<file path="config.mk">
export PLATFORM = sky130hd
export DESIGN_NAME = grf_scoreboard_flat
export DESIGN_NICKNAME = d
export VERILOG_FILES = /design/src/rtl/grf_scoreboard_pkg.sv /design/src/rtl/grf_scoreboard_if.sv /design/src/rtl/grf_sb_counter.sv /design/src/rtl/grf_scoreboard.sv /design/src/flat_wrapper.sv
export SDC_FILE = /design/constraint.sdc
export NUM_CORES = 2
export LEC_CHECK = 0
export CORE_UTILIZATION = 32
export CTS_CLUSTER_DIAMETER = 200
export CTS_CLUSTER_SIZE = 8
export DETAILED_ROUTE_END_ITERATION = 10
export DONT_BUFFER_PORTS = 1
export GPL_TIMING_DRIVEN = 0
export HOLD_SLACK_MARGIN = 0.1
export PLACE_DENSITY = 0.47
export SLEW_MARGIN = 40
export SYNTH_ARGS = -nofsm -noshare
export SYNTH_HDL_FRONTEND = slang
export SYNTH_HIERARCHICAL = 1
export SYNTH_SLANG_ARGS = --single-unit
</file>
<file path="constraint.sdc">
create_clock -name clk -period 5.18 [get_ports clk]
set_input_delay 1.036 -clock clk [delete_from_list [all_inputs] [get_ports clk]]
set_output_delay 1.036 -clock clk [all_outputs]
set_load 0.005 [all_outputs]
</file>
<file path="src/rtl/grf_scoreboard_pkg.sv">
// Shared constants and helpers for the decode-stage register file / scoreboard.
package grf_scoreboard_pkg;

  localparam int GRF_DATA_W   = 32;
  localparam int GRF_REG_NUM  = 32;
  localparam int GRF_RD_PORTS = 2;
  localparam int GRF_CNT_W    = 2;

  localparam string GRF_TRACE_FMT = "@%h: $%d <= %h";

  // Address width for a register count; a 2-entry file still needs one bit.
  function automatic int grf_aw(input int n);
    return (n <= 2) ? 1 : $clog2(n);
  endfunction

endpackage

</file>
<file path="src/rtl/grf_scoreboard_if.sv">
// Read, issue and writeback signals between the pipeline stages and the scoreboard.
interface grf_scoreboard_if
  import grf_scoreboard_pkg::*;
#(
  parameter int DATA_W   = GRF_DATA_W,
  parameter int REG_NUM  = GRF_REG_NUM,
  parameter int RD_PORTS = GRF_RD_PORTS
);
  localparam int AW = grf_aw(REG_NUM);

  logic [RD_PORTS*AW-1:0]     rd_addr;
  logic [RD_PORTS*DATA_W-1:0] rd_data;
  logic [RD_PORTS-1:0]        rd_busy;
  logic                       issue_valid;
  logic [AW-1:0]              issue_addr;
  logic                       issue_ready;
  logic                       wb_we;
  logic [AW-1:0]              wb_addr;
  logic [DATA_W-1:0]          wb_data;
  logic [31:0]                wb_pc;
  logic                       flush;

  modport master (
    output rd_addr, input rd_data, input rd_busy,
    output issue_valid, output issue_addr, input issue_ready,
    output wb_we, output wb_addr, output wb_data, output wb_pc,
    output flush
  );

  modport slave (
    input rd_addr, output rd_data, output rd_busy,
    input issue_valid, input issue_addr, output issue_ready,
    input wb_we, input wb_addr, input wb_data, input wb_pc,
    input flush
  );

endinterface

</file>
<file path="src/rtl/grf_sb_counter.sv">
// Saturating pending-write counter for one register; clr wins over inc/dec.
module grf_sb_counter #(
  parameter int CNT_W = 2
) (
  input  logic             clk,
  input  logic             reset,
  input  logic             inc,
  input  logic             dec,
  input  logic             clr,
  output logic [CNT_W-1:0] count,
  output logic             zero,
  output logic             max,
  output logic             underflow
);

  localparam logic [CNT_W-1:0] CNT_MAX = '1;

  assign zero      = (count == '0);
  assign max       = (count == CNT_MAX);
  // A retire with nothing outstanding is an error unless flush masks it.
  assign underflow = dec && !inc && zero && !clr;

  always_ff @(posedge clk or negedge reset) begin
    if (!reset) begin
      count <= '0;
    end else if (clr) begin
      count <= '0;
    end else if (inc && !dec && !max) begin
      count <= count + CNT_W'(1);
    end else if (dec && !inc && !zero) begin
      count <= count - CNT_W'(1);
    end
  end

endmodule

</file>
<file path="src/rtl/grf_scoreboard.sv">
// Register file with write-through bypass and per-register pending-write scoreboard.
// Optional build macro GRF_TRACE_EN adds a $display writeback trace.
module grf_scoreboard
  import grf_scoreboard_pkg::*;
#(
  parameter int DATA_W   = GRF_DATA_W,
  parameter int REG_NUM  = GRF_REG_NUM,
  parameter int RD_PORTS = GRF_RD_PORTS,
  parameter int CNT_W    = GRF_CNT_W,
  localparam int AW      = grf_aw(REG_NUM)
) (
  input  logic              clk,
  input  logic              reset,
  grf_scoreboard_if.slave   bus,
  output logic              err_underflow,
  output logic              w_grf_we,
  output logic [AW-1:0]     w_grf_addr,
  output logic [DATA_W-1:0] w_grf_wdata,
  output logic [31:0]       w_inst_addr
);

  logic [DATA_W-1:0]  regs [REG_NUM];
  logic [CNT_W-1:0]   cnt  [REG_NUM];
  logic [REG_NUM-1:0] cnt_zero;
  logic [REG_NUM-1:0] cnt_max;
  logic [REG_NUM-1:0] cnt_uf;

  assign w_grf_we    = bus.wb_we && (bus.wb_addr != '0);
  assign w_grf_addr  = bus.wb_addr;
  assign w_grf_wdata = bus.wb_data;
  assign w_inst_addr = bus.wb_pc;

  // Register 0 has no counter: it never becomes pending.
  assign cnt[0]      = '0;
  assign cnt_zero[0] = 1'b1;
  assign cnt_max[0]  = 1'b0;
  assign cnt_uf[0]   = 1'b0;

  assign bus.issue_ready = (bus.issue_addr == '0) || !cnt_max[bus.issue_addr] ||
                           (bus.wb_we && (bus.wb_addr == bus.issue_addr));

  for (genvar r = 1; r < REG_NUM; r++) begin : g_cnt
    logic inc_r;
    logic dec_r;

    assign inc_r = bus.issue_valid && bus.issue_ready && !bus.flush &&
                   (bus.issue_addr == AW'(r));
    assign dec_r = bus.wb_we && (bus.wb_addr == AW'(r));

    grf_sb_counter #(.CNT_W(CNT_W)) u_cnt (
      .clk       (clk),
      .reset     (reset),
      .inc       (inc_r),
      .dec       (dec_r),
      .clr       (bus.flush),
      .count     (cnt[r]),
      .zero      (cnt_zero[r]),
      .max       (cnt_max[r]),
      .underflow (cnt_uf[r])
    );
  end

  always_ff @(posedge clk or negedge reset) begin
    if (!reset) begin
      for (int i = 0; i < REG_NUM; i++) regs[i] <= '0;
    end else if (w_grf_we) begin
      regs[bus.wb_addr] <= bus.wb_data;
    end
  end

  always_ff @(posedge clk or negedge reset) begin
    if (!reset) begin
      err_underflow <= 1'b0;
    end else if (|cnt_uf) begin
      err_underflow <= 1'b1;
    end
  end

  for (genvar i = 0; i < RD_PORTS; i++) begin : g_rd
    logic [AW-1:0] addr;
    logic          hit;

    assign addr = bus.rd_addr[i*AW +: AW];
    assign hit  = w_grf_we && (bus.wb_addr == addr);
    assign bus.rd_data[i*DATA_W +: DATA_W] = hit ? bus.wb_data : regs[addr];
    // The last outstanding write landing this cycle is already visible via bypass.
    assign bus.rd_busy[i] = !cnt_zero[addr] && !(hit && (cnt[addr] == CNT_W'(1)));
  end

`ifdef GRF_TRACE_EN
  always @(posedge clk) begin
    if (reset && w_grf_we)
      $display("%s", $sformatf(GRF_TRACE_FMT, bus.wb_pc, bus.wb_addr, bus.wb_data));
    if (reset && !err_underflow && (|cnt_uf))
      $display("grf_scoreboard warning: writeback with no pending write at pc %h", bus.wb_pc);
  end
`else
  // Silent build: no simulation output.
`endif

endmodule

</file>
<file path="src/flat_wrapper.sv">
// flat-port wrapper written by rule: the top's interface ports become plain ports
module grf_scoreboard_flat import grf_scoreboard_pkg::*;
#(
  parameter int DATA_W   = GRF_DATA_W,
  parameter int REG_NUM  = GRF_REG_NUM,
  parameter int RD_PORTS = GRF_RD_PORTS,
  parameter int CNT_W    = GRF_CNT_W,
  localparam int AW      = grf_aw(REG_NUM)
)
  (clk, reset, err_underflow, w_grf_we, w_grf_addr, w_grf_wdata, w_inst_addr, bus_rd_addr, bus_rd_data, bus_rd_busy, bus_issue_valid, bus_issue_addr, bus_issue_ready, bus_wb_we, bus_wb_addr, bus_wb_data, bus_wb_pc, bus_flush);
  grf_scoreboard_if #(.DATA_W(DATA_W), .REG_NUM(REG_NUM), .RD_PORTS(RD_PORTS)) bus_i ();
  input  logic clk;
  input  logic reset;
  output logic err_underflow;
  output logic w_grf_we;
  output logic [AW-1:0] w_grf_addr;
  output logic [DATA_W-1:0] w_grf_wdata;
  output logic [31:0] w_inst_addr;
  input wire logic [$bits(bus_i.rd_addr)-1:0] bus_rd_addr;
  output wire logic [$bits(bus_i.rd_data)-1:0] bus_rd_data;
  output wire logic [$bits(bus_i.rd_busy)-1:0] bus_rd_busy;
  input wire logic [$bits(bus_i.issue_valid)-1:0] bus_issue_valid;
  input wire logic [$bits(bus_i.issue_addr)-1:0] bus_issue_addr;
  output wire logic [$bits(bus_i.issue_ready)-1:0] bus_issue_ready;
  input wire logic [$bits(bus_i.wb_we)-1:0] bus_wb_we;
  input wire logic [$bits(bus_i.wb_addr)-1:0] bus_wb_addr;
  input wire logic [$bits(bus_i.wb_data)-1:0] bus_wb_data;
  input wire logic [$bits(bus_i.wb_pc)-1:0] bus_wb_pc;
  input wire logic [$bits(bus_i.flush)-1:0] bus_flush;
  assign bus_i.rd_addr = bus_rd_addr;
  assign bus_rd_data = bus_i.rd_data;
  assign bus_rd_busy = bus_i.rd_busy;
  assign bus_i.issue_valid = bus_issue_valid;
  assign bus_i.issue_addr = bus_issue_addr;
  assign bus_issue_ready = bus_i.issue_ready;
  assign bus_i.wb_we = bus_wb_we;
  assign bus_i.wb_addr = bus_wb_addr;
  assign bus_i.wb_data = bus_wb_data;
  assign bus_i.wb_pc = bus_wb_pc;
  assign bus_i.flush = bus_flush;
  grf_scoreboard #(.DATA_W(DATA_W), .REG_NUM(REG_NUM), .RD_PORTS(RD_PORTS), .CNT_W(CNT_W)) u_core (.clk(clk), .reset(reset), .bus(bus_i), .err_underflow(err_underflow), .w_grf_we(w_grf_we), .w_grf_addr(w_grf_addr), .w_grf_wdata(w_grf_wdata), .w_inst_addr(w_inst_addr));
endmodule
</file>
# Yosys cells after proc, flatten, opt, wreduce, memory -nomap -nowiden

Cells that the tools add are included.

Flip-flop bits (word level): 1087
Output and inout port bits: 138

Mux-type cells: 116
Equal/unequal tests: 98
Bitwise logic cells: 3
Order comparisons: 7
Reduce and logical (&&, ||, !) cells: 456
Add/subtract/negate cells: 62

Operators with widths:

| kind                                                     | number |
|---|---|
| bitwise mux 1024 bit                                     | 1 |
| binary-select mux 32 bit (select 5 bit)                  | 2 |
| logical AND 1 bit                                        | 259 |
| 2-to-1 mux 32 bit                                        | 7 |
| 2-to-1 mux 2 bit                                         | 97 |
| demux 32 bit (select 5 bit)                              | 1 |
| == test 5 bit, second input constant                     | 32 |
| logical NOT 1 bit                                        | 130 |
| nonzero test 3 bit                                       | 31 |
| == test 5 x 4 -> 1 bit, second input constant            | 16 |
| adder 2 x 1 -> 2 bit, second input constant              | 31 |
| == test 2 bit, second input constant                     | 31 |
| logical NOT 2 bit                                        | 31 |
| subtractor 2 x 1 -> 2 bit, second input constant         | 31 |
| == test 5 x 3 -> 1 bit, second input constant            | 8 |
| OR reduction 31 bit                                      | 1 |
| binary-select mux 2 bit (select 5 bit)                   | 2 |
| == test 5 x 2 -> 1 bit, second input constant            | 4 |
| greater-or-equal comparator 6 bit, second input constant | 3 |
| < comparator 5 x 6 -> 1 bit, second input constant       | 3 |
| NOT 5 -> 6 bit                                           | 3 |
| binary-select mux 1 bit (select 5 bit)                   | 3 |
| == test 5 bit                                            | 3 |
| == test 5 x 1 -> 1 bit, second input constant            | 2 |
| other kinds (6)                                          | 10 |

# Depth between registers and ports, before layout

Word-level depth: 15
Gate-level depth with buffers: 15
Depth with buffers taken out: 13

# Cells and area by module

The synthesis kept the hierarchy.

By module, submodules not included:

| module         | instances | area each (um^2) | cells an instance |
|---|---|---|---|
| grf_scoreboard | 1         | 57217.4          | 4658 |
| grf_sb_counter | 31        | 141.4            | 16 |

# Worst setup path after synthesis

OpenSTA, ideal clock, no wires.

Kind: input-to-output
Start point: input port bus_rd_addr[5]
End point: output port bus_rd_data[35]
Path slack: 1.199 ns
Stages on the path: 6
Path buffers: 2
Arrival time: 2.945 ns
Required time: 4.144 ns
Cell sequence: buf_2 buf_1 mux4_2 mux4_2 mux2i_1 o21ai_0

Cells in the longest elaborated chain, start to end: 5
Elaborated cells on any way between the ends: 7

Ends and longest elaborated chain:

| element                                              | RTL line             | RTL |
|---|---|---|
| from (decl)                                          | flat_wrapper.sv:19   | `input wire logic [$bits(bus_i.rd_addr)-1:0] bus_rd_addr;` |
| NOT 5 -> 6 bit (not written as such)                 | grf_scoreboard.sv:85 | `assign bus.rd_data[i*DATA_W +: DATA_W] = hit ? bus.wb_data : regs[addr];` |
| binary-select mux 32 bit (select 5 bit)              | grf_scoreboard.sv:85 |  |
| 2-to-1 mux 32 bit (not written as such) (2 in a row) | grf_scoreboard.sv:85 |  |
| 2-to-1 mux 32 bit *                                  | grf_scoreboard.sv:85 |  |
| to (decl)                                            | flat_wrapper.sv:20   | `output wire logic [$bits(bus_i.rd_data)-1:0] bus_rd_data;` |

Mark *: on every way between the ends. The rest lies on a longest branch, timed or not. The select of a mux whose other input is x is not followed.

# Worst setup path in the final report

Start point: input port bus_wb_addr[2]
End point: output port bus_rd_data[63]

Cells in the longest elaborated chain, start to end: 4
Elaborated cells on any way between the ends: 5

Ends and longest elaborated chain:

| element             | RTL line             | RTL |
|---|---|---|
| from (decl)         | flat_wrapper.sv:26   | `input wire logic [$bits(bus_i.wb_addr)-1:0] bus_wb_addr;` |
| nonzero test 5 bit  | grf_scoreboard.sv:28 | `assign w_grf_we = bus.wb_we && (bus.wb_addr != '0);` |
| logical AND 1 bit   | grf_scoreboard.sv:28 |  |
| logical AND 1 bit * | grf_scoreboard.sv:84 | `assign hit = w_grf_we && (bus.wb_addr == addr);` |
| 2-to-1 mux 32 bit * | grf_scoreboard.sv:85 |  |

Mark *: on every way between the ends. The rest lies on a longest branch, timed or not.

==> results.yml <==
timing:
  final_max_slew_viol_count: 0
  setup_ws_ns: -0.0312
  period_needed_ns: 5.21
  slew_headroom_pct: 34.2
  rsz0062_at_grt: "no"
  fin_crit_sh_pct: 101
  tightest_slew_ns: 0.977
  max_freq_mhz: 192
  hold_viol: 0
  setup_viol: 2
  hold_slack_ns: 0.127
  skew_ns: 0.0282
route:
  dr.pass1.iters: 6
  totalWireLength_um: 243000
  vias: 44900
  wl_per_cell_um: 30.9
  dr.first_iter.drc_count: 4576
  drc: 0
  routed_via_density: 5.72
  drtAntennaViolNets: 0
cts:
  clkLatencyLatePin_ns: 0.80
  cts.htree.levels: 4
  clock_sinks: 1087
  clkTransAtPathRegs_ns: 0.05
  cts_tree: "built"
  cts_buffer_depth: 3
  cts_root_buffer: "clkbuf_16"
  numCtsBuffers: 153
yosys:
  synth_top_area_share_pct: 44.2
  synth_fa_ha_area_share_pct: 0
  synth_edf_count: 0
  synth_xor_area_share_pct: 0.213
  netlist_instances: 5154
  yosys_register_bits: 1087
  async_flop_share_pct: 100
  synthSimpleGateAreaFrac_pct: 14.1
  yosys-top-cells-area: "dfrtp_1 44%, mux4_2 24%, nand2_1 9.7%, mux2_2 9.5%, clkbuf_1 1.8%"
  yosysTopAreaCell: "dfrtp_1"
  synth_mux_area_share_pct: 34.9
  synth-main-ff-cell: "dfrtp_1"
  synth_compound_area_share_pct: 2.44
  synth_area_per_cell_um2: 12.0
  synth.cell_area_um2: 61600
  synth_cell_type_count: 54
  synth_nets: 5243
  synth_top_family_by_area: "multiplexers"
  seq_area_frac_synth_pct: 44.2
  yosysWarnings: 6
cells_and_area:
  multi_input_area_um2: 31900
  nFillCells: 18800
  final_cell_mix: "1588 x nand2_1, 1087 x dfrtp_1, 663 x mux4_2"
  regArea_um2: 27200
  final_area_um2: 69600
  syn_to_final_growth_pct: 12.9
  final_nets: 5416
  layout_commonest_cell: "nand2_1"
  drive_gt1_share_pct: 31.7
  final_util_pct: 36.5
critical_path:
  cp-end-kind: "output pin"
  critical_path.startpoint: "bus_wb_addr[2]"
  startpoint_type: "input port"
  cp.arrival_ns: 4.18
  crit_required_ns: 4.14
  cp_max_fo: 12
  crit_type: "in -> out"
  r2r_start: "u_core/g_cnt[15].u_cnt/count[0]"
die:
  num_rows: 160
  die_w_um: 441
  core_um2: 191000
  start_util_pct: 32.3
  die_height_um: 441
  die-area_um2: 194000
  pin_count: 227
run_status:
  violations: "setup timing"
  status: "complete, but fails checks"
global_routing:
  grt_pass1_wl_um: 342000
  grt_pass1_vias: 44800
  track_usage_pct: 25.0
  overflow: 0
  antenna_found_initial: 6
  grt_max_degree: 157
worst_hold_path:
  hp-class: "in -> async"
placement:
  hpwl_um: 181000
  io_buffers: 0
  routabilityCongestion: 0.928
  place_area_um2: 65300
job:
  maxCapViolCount: 0
power_and_ir_drop:
  ir_drop_mv: 0.333
  p_leak_nw: 30.5
  p_per_area_nw_per_um2: 372
-- timing repair --
action / 4_1_cts / 5_1_grt
endpoints found under the setup margin: 62 / 1
buffers inserted: 0 / 0
hold buffers: 1 / 1
resized for setup: 13 / 1
endpoints found under the hold margin: 69 / 28
-- final cells by class --
type                       count  area share (%)
antenna                        3          0.0108
buffer                       532            3.69
clock buffer                 158            5.65
clock inverter                 9           0.277
inverter                      27           0.153
multi-input combinational   3506            45.9
sequential                  1087            39.1
tap                         2511            4.52
timing repair buffer          20           0.719
-- registers in the layout, summed over array words and instances, names as in the netlist --
register / count
u_core/err_underflow: 1
u_core/regs: 1024
u_core/g_cnt.u_cnt/count: 62
-- cells in the mapped netlist (8+ instances only) --
cell type / n
buf_2: 93
nand3b_1: 22
nor3_1: 12
a221o_1: 31
nor4_1: 40
mux2i_1: 76
inv_1: 26
a211oi_1: 8
buf_4: 77
o21ai_0: 137
and4bb_1: 31
nor2b_1: 38
nand2b_1: 38
mux2_2: 517
clkbuf_1: 294
buf_1: 66
dfrtp_1: 1087
xor2_1: 9
and2_1: 31
mux4_2: 663
nor2_1: 107
nand2_1: 1588
a21oi_1: 42
nor3b_1: 24
nor2b_4: 31
a31oi_1: 12
-- report_power, final --
group / total, mW / leakage, nW / switching, mW / internal (mW)
clock: 9.30 / 2.02 / 3.95 / 5.35
combinational: 5.54 / 14.4 / 2.72 / 2.82
sequential: 11.1 / 14.1 / 1.08 / 9.99
total: 25.9 / 30.5 / 7.76 / 18.2
-- critical path, cell delays in order --
cell,delay [ns]
clkbuf_1,0.66
xor2_1,0.15
nor3_1,0.21
and4_1,0.77
clkbuf_1,0.69
nand2_1,0.13
o21ai_1,0.49
-- layer usage --
layer | track usage (%) | wire length (um) | vias to the layer above
met5 | 0 | 0 | -
met4 | 12.0 | 13300 | 0
met3 | 5.34 | 18400 | 401
met2 | 39.9 | 115000 | 1946
met1 | 32.3 | 96600 | 23900
li1 | - | - | 18700
-- final timing paths --
path / endpoint / slack, ns / cells past startpoint
setup / recovery: bus_rd_data[63] / -0.03 / 7
hold / removal: u_core/g_cnt[3].u_cnt/count[0] / 0.13 / 1
setup reg to reg: u_core/err_underflow / 0.65 / 13
hold reg to reg: u_core/regs[1014] / 0.47 / 1
max in group asynchronous: u_core/regs[205] / 2.89 / 4
min in group clk: u_core/g_cnt[5].u_cnt/count[1] / 0.35 / 1
-- through the flow --
| step | setup WS (ns) | instances | power [mW] | setup TNS, ns |
|---|---|---|---|---|
| 2_1_floorplan | 1.20 | 5154 | 14.5 | 0 |
| 5_1_grt | 0.00564 | 7850 | 26.9 | 0 |
| 3_3_place_gp | -1.44 | 7665 | 16.3 | -52.10 |
| 6_report | -0.0312 | 7853 | 25.9 | -0.0500 |
| 4_1_cts | 0.0225 | 7848 | 26.1 | 0 |
| 3_5_place_dp | -0.662 | 7681 | 16.7 | -20.42 |
-- kinds of logic (layout without fill, tap and decap cells) --
logic type      after synthesis  in the layout
compound gates              248            248
mux                        1256           1256
xor+xnor                     15             15
other cells                   0              3
simple gates               1987           1987
buf+inv                     561            746
flops                      1087           1087
Note: power is estimated with default switching activity, not from simulation.
